==> src/rtl/SOPHON_PKG.sv <==
// Shared LSU/IRAM channel types plus the IRAM bridge state encoding and window defaults.
// Also hosts the address-window helper used by iram_ext_bridge.
package SOPHON_PKG;

    typedef struct packed {
        logic        req;
        logic [31:0] addr;
        logic [31:0] wdata;
        logic        we;
        logic [3:0]  strb;
    } lsu_req_t;

    typedef struct packed {
        logic        ack;
        logic [31:0] rdata;
        logic        error;
    } lsu_ack_t;

    typedef enum logic [1:0] {
        IDLE  = 2'd0,
        ISSUE = 2'd1,
        RESP  = 2'd2
    } iram_bridge_state_e;

    localparam logic [31:0] IRAM_BASE_DEFAULT = 32'h8000_0000;
    localparam logic [31:0] IRAM_SIZE_DEFAULT = 32'h0001_0000;

    // 33-bit compare so a window touching the top of the address space cannot wrap.
    function automatic logic iram_addr_in_window(input logic [31:0] addr,
                                                 input logic [31:0] base,
                                                 input logic [31:0] size);
        logic [32:0] a;
        logic [32:0] lo;
        logic [32:0] hi;
        a  = {1'b0, addr};
        lo = {1'b0, base};
        hi = lo + {1'b0, size};
        return (a >= lo) && (a < hi);
    endfunction

endpackage

==> src/rtl/iram_ext_bridge.sv <==
// Single-outstanding bridge from a valid/ready request/response port onto the IRAM arbiter external channel.
// Optional ISSUE timeout is compiled in with `define IRAM_BRIDGE_TIMEOUT_EN.
module iram_ext_bridge
    import SOPHON_PKG::*;
#(
    parameter logic [31:0] IRAM_BASE      = IRAM_BASE_DEFAULT,
    parameter logic [31:0] IRAM_SIZE      = IRAM_SIZE_DEFAULT,
    parameter int unsigned TIMEOUT_CYCLES = 16
) (
    input  logic               clk_i,
    input  logic               rst_i,
    input  logic               s_req_valid,
    output logic               s_req_ready,
    input  logic [31:0]        s_req_addr,
    input  logic [31:0]        s_req_wdata,
    input  logic               s_req_we,
    input  logic [3:0]         s_req_strb,
    output logic               s_rsp_valid,
    input  logic               s_rsp_ready,
    output logic [31:0]        s_rsp_rdata,
    output logic               s_rsp_error,
    output lsu_req_t           ext_iram_req,
    input  lsu_ack_t           ext_iram_ack,
    output iram_bridge_state_e dbg_state_o
);

    // Handshakes: a request transfers on a cycle where s_req_valid && s_req_ready,
    // a response on s_rsp_valid && s_rsp_ready; valid never depends on ready.

    iram_bridge_state_e state_q, state_d;
    lsu_req_t           req_q, req_d;
    logic [31:0]        rsp_rdata_q, rsp_rdata_d;
    logic               rsp_error_q, rsp_error_d;
    logic               tmo_expired;

`ifdef IRAM_BRIDGE_TIMEOUT_EN
    localparam int CNT_W = $clog2(TIMEOUT_CYCLES + 1);

    logic [CNT_W-1:0] tmo_cnt_q, tmo_cnt_d;

    // Counter is zero on ISSUE entry and holds k-1 in the k-th ISSUE cycle.
    always_comb begin
        tmo_cnt_d   = '0;
        tmo_expired = 1'b0;
        if (state_q == ISSUE) begin
            tmo_cnt_d   = tmo_cnt_q + CNT_W'(1);
            tmo_expired = (tmo_cnt_q == CNT_W'(TIMEOUT_CYCLES - 1));
        end
    end

    always_ff @(posedge clk_i or posedge rst_i) begin
        if (rst_i) begin
            tmo_cnt_q <= '0;
        end else begin
            tmo_cnt_q <= tmo_cnt_d;
        end
    end
`else
    // Timeout logic is absent in this build; ISSUE waits for ack indefinitely.
    localparam int unsigned unused_tmo_cycles = TIMEOUT_CYCLES;
    assign tmo_expired = 1'b0;
`endif

    always_comb begin
        state_d     = state_q;
        req_d       = req_q;
        rsp_rdata_d = rsp_rdata_q;
        rsp_error_d = rsp_error_q;
        s_req_ready = (state_q == IDLE);
        s_rsp_valid = (state_q == RESP);

        case (state_q)
            IDLE: begin
                if (s_req_valid) begin
                    req_d.addr  = s_req_addr;
                    req_d.wdata = s_req_wdata;
                    req_d.we    = s_req_we;
                    req_d.strb  = s_req_strb;
                    if (iram_addr_in_window(s_req_addr, IRAM_BASE, IRAM_SIZE)) begin
                        req_d.req = 1'b1;
                        state_d   = ISSUE;
                    end else begin
                        req_d.req   = 1'b0;
                        rsp_rdata_d = '0;
                        rsp_error_d = 1'b1;
                        state_d     = RESP;
                    end
                end
            end
            ISSUE: begin
                // Ack takes priority over a timeout landing in the same cycle.
                if (ext_iram_ack.ack) begin
                    req_d.req   = 1'b0;
                    rsp_rdata_d = req_q.we ? 32'h0 : ext_iram_ack.rdata;
                    rsp_error_d = ext_iram_ack.error;
                    state_d     = RESP;
                end else if (tmo_expired) begin
                    req_d.req   = 1'b0;
                    rsp_rdata_d = '0;
                    rsp_error_d = 1'b1;
                    state_d     = RESP;
                end
            end
            RESP: begin
                if (s_rsp_ready) begin
                    state_d = IDLE;
                end
            end
            default: begin
                req_d.req = 1'b0;
                state_d   = IDLE;
            end
        endcase
    end

    always_ff @(posedge clk_i or posedge rst_i) begin
        if (rst_i) begin
            state_q     <= IDLE;
            req_q       <= '0;
            rsp_rdata_q <= '0;
            rsp_error_q <= 1'b0;
        end else begin
            state_q     <= state_d;
            req_q       <= req_d;
            rsp_rdata_q <= rsp_rdata_d;
            rsp_error_q <= rsp_error_d;
        end
    end

    assign ext_iram_req = req_q;
    assign s_rsp_rdata  = rsp_rdata_q;
    assign s_rsp_error  = rsp_error_q;
    assign dbg_state_o  = state_q;

endmodule

==> config.mk <==
export PLATFORM = sky130hd
export DESIGN_NAME = iram_ext_bridge
export DESIGN_NICKNAME = d
export VERILOG_FILES = /design/src/rtl/SOPHON_PKG.sv /design/src/rtl/iram_ext_bridge.sv
export SDC_FILE = /design/constraint.sdc
export NUM_CORES = 1
export LEC_CHECK = 0
export CORE_AREA = 2 2 104 106
export DETAILED_ROUTE_END_ITERATION = 10
export DIE_AREA = 0 0 106 108
export HOLD_SLACK_MARGIN = 0.08
export PLACE_DENSITY = 0.91
export SETUP_SLACK_MARGIN = 0.3
export SLEW_MARGIN = 25
export SYNTH_ARGS = -nofsm -noshare
export SYNTH_HDL_FRONTEND = slang
export SYNTH_SLANG_ARGS = --single-unit
==> constraint.sdc <==
create_clock -name clk_i -period 7.18 [get_ports clk_i]
set_input_delay 1.436 -clock clk_i [delete_from_list [all_inputs] [get_ports clk_i]]
set_output_delay 1.436 -clock clk_i [all_outputs]
set_load 0.05 [all_outputs]
-- Word-level counts from Yosys, hierarchy flattened
Cells that the tools add are included.
- $lt $le $gt $ge: 2
- equality and inequality tests: 6
- mux-type cells: 18
- bitwise gates (word level): 1
- reductions and logical operators: 7
- operator list (cell ; count):
    2-to-1 mux 32 bit ; 4
    2-to-1 mux 70 bit ; 1
    case mux 32 bit (2 select lines) ; 1
    >= comparator 32 bit, second input constant ; 1
    < comparator 32 bit, second input constant ; 1
    2-to-1 mux 2 bit ; 4
    != test 2 bit, second input constant ; 3
    case mux 2 bit (3 select lines) ; 1
    AND reduction 3 bit ; 2
    2-to-1 mux 1 bit ; 5
    AND reduction 4 bit ; 1
    case mux 1 bit (3 select lines) ; 1
    == test 2 x 1 -> 1 bit, second input constant ; 1
    == test 2 bit, second input constant ; 1
    logical NOT 2 bit ; 1
    != test 2 x 1 -> 1 bit, second input constant ; 1
    case mux 1 bit (2 select lines) ; 1
    AND reduction 2 bit ; 1
    nonzero test 2 bit ; 1
    logical AND 1 bit ; 1
    inverter 1 bit ; 1
- register bits: 105
- input bits: 107
- output and inout bits: 107

-- Longest topological paths before layout
- word-level depth: 5
- mapped depth: 6
- depth with buffers taken out: 3

-- Least setup slack after synthesis
No wires, ideal clock.
- path type: register -> output
- start point: register state_q[0] (netlist: dbg_state_o[0])
- end point: output s_req_ready
- arrival time: 1.454 ns
- required time: 5.744 ns
- setup slack: 4.290 ns
- stages on the path, launching flop included: 4
- buffers on the path: 2
- cell sequence: dfrtp_1 > buf_2 > nor2_1 > buf_2
- longest elaborated chain between the ends: 1
- ends and longest elaborated chain (what ; RTL line ; RTL):
    from (decl) ; iram_ext_bridge.sv:30 ; iram_bridge_state_e state_q, state_d;
    from (signal assigned) ; iram_ext_bridge.sv:123 ; state_q <= state_d;
    logical NOT 2 bit ; iram_ext_bridge.sv:69 ; s_req_ready = (state_q == IDLE);
    to (decl) ; iram_ext_bridge.sv:13 ; output logic s_req_ready,
No other way between the ends.

-- Worst setup path after layout
Same ends and word-level chain as after synthesis.

==> key figures <==
Floorplanning
  – Die width: between 100 and 150 um
  – Starting Density: 43.77%
  – IO Pins: 214
  – Row count: 37
  – Core area: 0.01023 mm2
  – Die area: 0.01145 mm2
  – Die Ht: 108 um

Power and ir drop
  – Total power: 2.553 mW
  – Worst VDD drop: 0.2858 mV
  – Power Density: 368.7 mW/mm2
  – Leak Pwr: 2.674 nW

Place
  – Worst slack, placed: 3.569 ns
  – RD Place Congestion: ~0.75
  – Placed Instances: 686
  – Post-DP Area: about 0.0067 mm2
  – Port bufs: around 210
  – Dpl hpwl: approximately 9.1 mm

STA
  – Hold Vio Cnt, Final: 0
  – Final setup fails: 0
  – Post-route worst setup slack: 3.163 ns
  – Tmin final: 4.017 ns
  – WHS: approximately 0.49 ns
  – Period utilization: 55.94%
  – Clock Skews: 0.01454 ns
  – Slew Limit Fails: 0
  – Max Fclk: around 250 MHz
  – Slew @ Worst Pin: between 0.7 and 0.8 ns
  – Setup TNS: 0 ns
  – Worst rel slew slack: 45.74%
  – RSZ-0062 raised after global routing: false

Detailed routing
  – Routed vias/inst: 5.409
  – Drt first-iter violations: 259
  – WL/cell: 17.72 um
  – Via count: 3,797
  – Total Wirelength: between 10 and 15 mm
  – Initial DRT Pass Iterations: 5
  – DRT antenna net count: 0
  – DRC viols: 0

Worst setup path
  – Max FO, Critical Path: 34
  – Worst path buffer plus inverter count: 1
  – FF-to-FF path depth: 4
  – Worst reg2reg path endpoint: ext_iram_req[12]$_DFFE_PP0P_
  – Top delay family on crit path: buffers and inverters
  – Critical Path AT: 2.58 ns
  – Slowest cell on crit path: clkdlybuf4s50_1
  – Crit end category: output pin
  – Crit-path cells: nor2_4, clkdlybuf4s50_1
  – Crit path launch type: flop
  – Worst Setup Path Type: reg -> out
  – Req. time, crit path: 5.74 ns
  – Setup slack, reg-to-reg: 5.26 ns
  – RR Startpoint: dbg_state_o[1]$_DFFE_PP0P_
  – Worst path depth: 2
  – Worst path max stage delay: ~0.94 ns

Global routing
  – Total global-route track usage: 21.95%
  – Largest net degree at the start of global routing: 65
  – Vias in the first global route: 3,941
  – First-pass GRT wire length: about 20 mm
  – Antenna violations before repair: 0
  – Grt total ovfl: 0

Synth
  – Post-Syn Nets: around 470
  – Ys Warns: 0
  – Yosys top cell area share: 58.68%
  – Synth area leaders: dfrtp_1 59%, mux2_2 15%, o211ai_1 5.5%
  – Share of the yosys chip area belonging to registers: 58.68%
  – Synth Register Bits: 105
  – Synth cell types: 27
  – Post-synthesis cell count: 359
  – Synth area leader: dfrtp_1
  – Avg Synthesized Cell Area: 12.47 um2
  – Syn Std Cell Area: 0.004478 mm2

Clock network
  – Clk buf depth: 2
  – Hold buffers post-CTS: 0
  – Setup repair bufs after CTS: 0
  – Htree depth: 3
  – Sinks on Clock Net: between 100 and 150
  – Clock slew seen by the registers of the worst setup and hold paths: 0.10 ns
  – Post-CTS Resized: 0
  – Clk Latency, worst-skew pair: 0.35 ns
  – Root Buffer: clkbuf_8
  – TritonCTS buffer count: 9
  – CTS tree: done

Final layout
  – P&R area growth vs syn: 54.62%
  – Most common cell after layout, fill and taps aside: clkdlybuf4s50_1
  – Antenna Cells: 0
  – Commonest non-fill, non-tap cells in the layout: 213 x clkdlybuf4s50_1, 105 x dfrtp_1, 59 x mux2_2
  – Proportion of layout cells with a drive suffix above 1: 15.55%
  – Final std cells w/o fill: 702
  – Final Util: 67.68%
  – Final nets: approximately 670
  – Design Area, Final: 0.006924 mm2

Flow run
  – Max-cap viol count: 0

Min path
  – Hold path endpoint: ext_iram_req[7]$_DFFE_PP0P_
  – HP Start: ext_iram_req[7]$_DFFE_PP0P_
  – Hold Path Cell Cnt: 1
  – Hold Path Class: reg -> reg

Status
  – Outcome: finished, final reports clean
cell type report:
class | instances | area, um2
repair buffers | 219 | 2177
clock inverters | 6 | 95.09
flip-flops and latches | 105 | 2628
fillers | 760 | 3307
well taps | 136 | 170.2
inverters | 3 | 13.76
multi-input cells | 223 | 1703
clock buffers | 10 | 137.6
synthesized netlist by cell type:
master    count
nand3_1      34
or4b_1        1
buf_6         7
nor4_1        4
a211oi_1      1
nand2b_1      2
nand3b_1      1
buf_4         1
nand2_1      33
nor4bb_1      1
mux2_2       59
o221ai_1      1
dfrtp_1     105
mux2i_1       1
nor2_1        1
inv_1         3
mux2_1       11
a21oi_1       1
o211ai_1     33
nor3b_4       1
buf_2        12
and3_1        1
o22ai_1       1
o21ai_0      34
clkbuf_1      8
nor4b_4       1
nor3b_1       1
registers in the layout, summed over array words and instances (netlist names):
register,cells
dbg_state_o,2
s_rsp_rdata,32
ext_iram_req,70
s_rsp_error,1
logic make-up after synthesis:
kind of cell / synth area share, %
buffers and inverters: 4.191
AND/OR/NAND/NOR: 9.360
AO/OA/AOI/OAI: 9.947
multiplexers: 17.83
flip-flops: 58.68
power by group:
group | switching, mW | total, mW | internal [mW] | leakage [nW]
clock | 0.204 | 0.415 | 0.211 | 0.118
sequential | 0.0855 | 0.841 | 0.755 | 1.30
combinational | 0.829 | 1.30 | 0.469 | 1.26
total | 1.12 | 2.55 | 1.43 | 2.67
worst max path at each step:
stage / startpoint / end / slack (ns)
CTS: dbg_state_o[0]$_DFFE_PP0P_ / s_req_ready / 3.16
global route: dbg_state_o[0]$_DFFE_PP0P_ / s_req_ready / 3.03
finish: dbg_state_o[0]$_DFFE_PP0P_ / s_req_ready / 3.16
global placement: dbg_state_o[0]$_DFFE_PP0P_ / s_req_ready / 3.23
floorplan: rst_i / dbg_state_o[0]$_DFFE_PP0P_ / 2.98
detailed placement: dbg_state_o[0]$_DFFE_PP0P_ / s_req_ready / 3.57
metal layers:
metal / part of all wire (%) / global-route usage (%) / up-vias
met5: 0 / 0 / -
met4: 1.6 / 6.203 / 0
met3: 8.4 / 7.474 / 20
met2: 53 / 38.76 / 182
met1: 37 / 25.61 / 1887
li1: - / - / 1708
No activity file was read; power rests on OpenSTA's default activity.
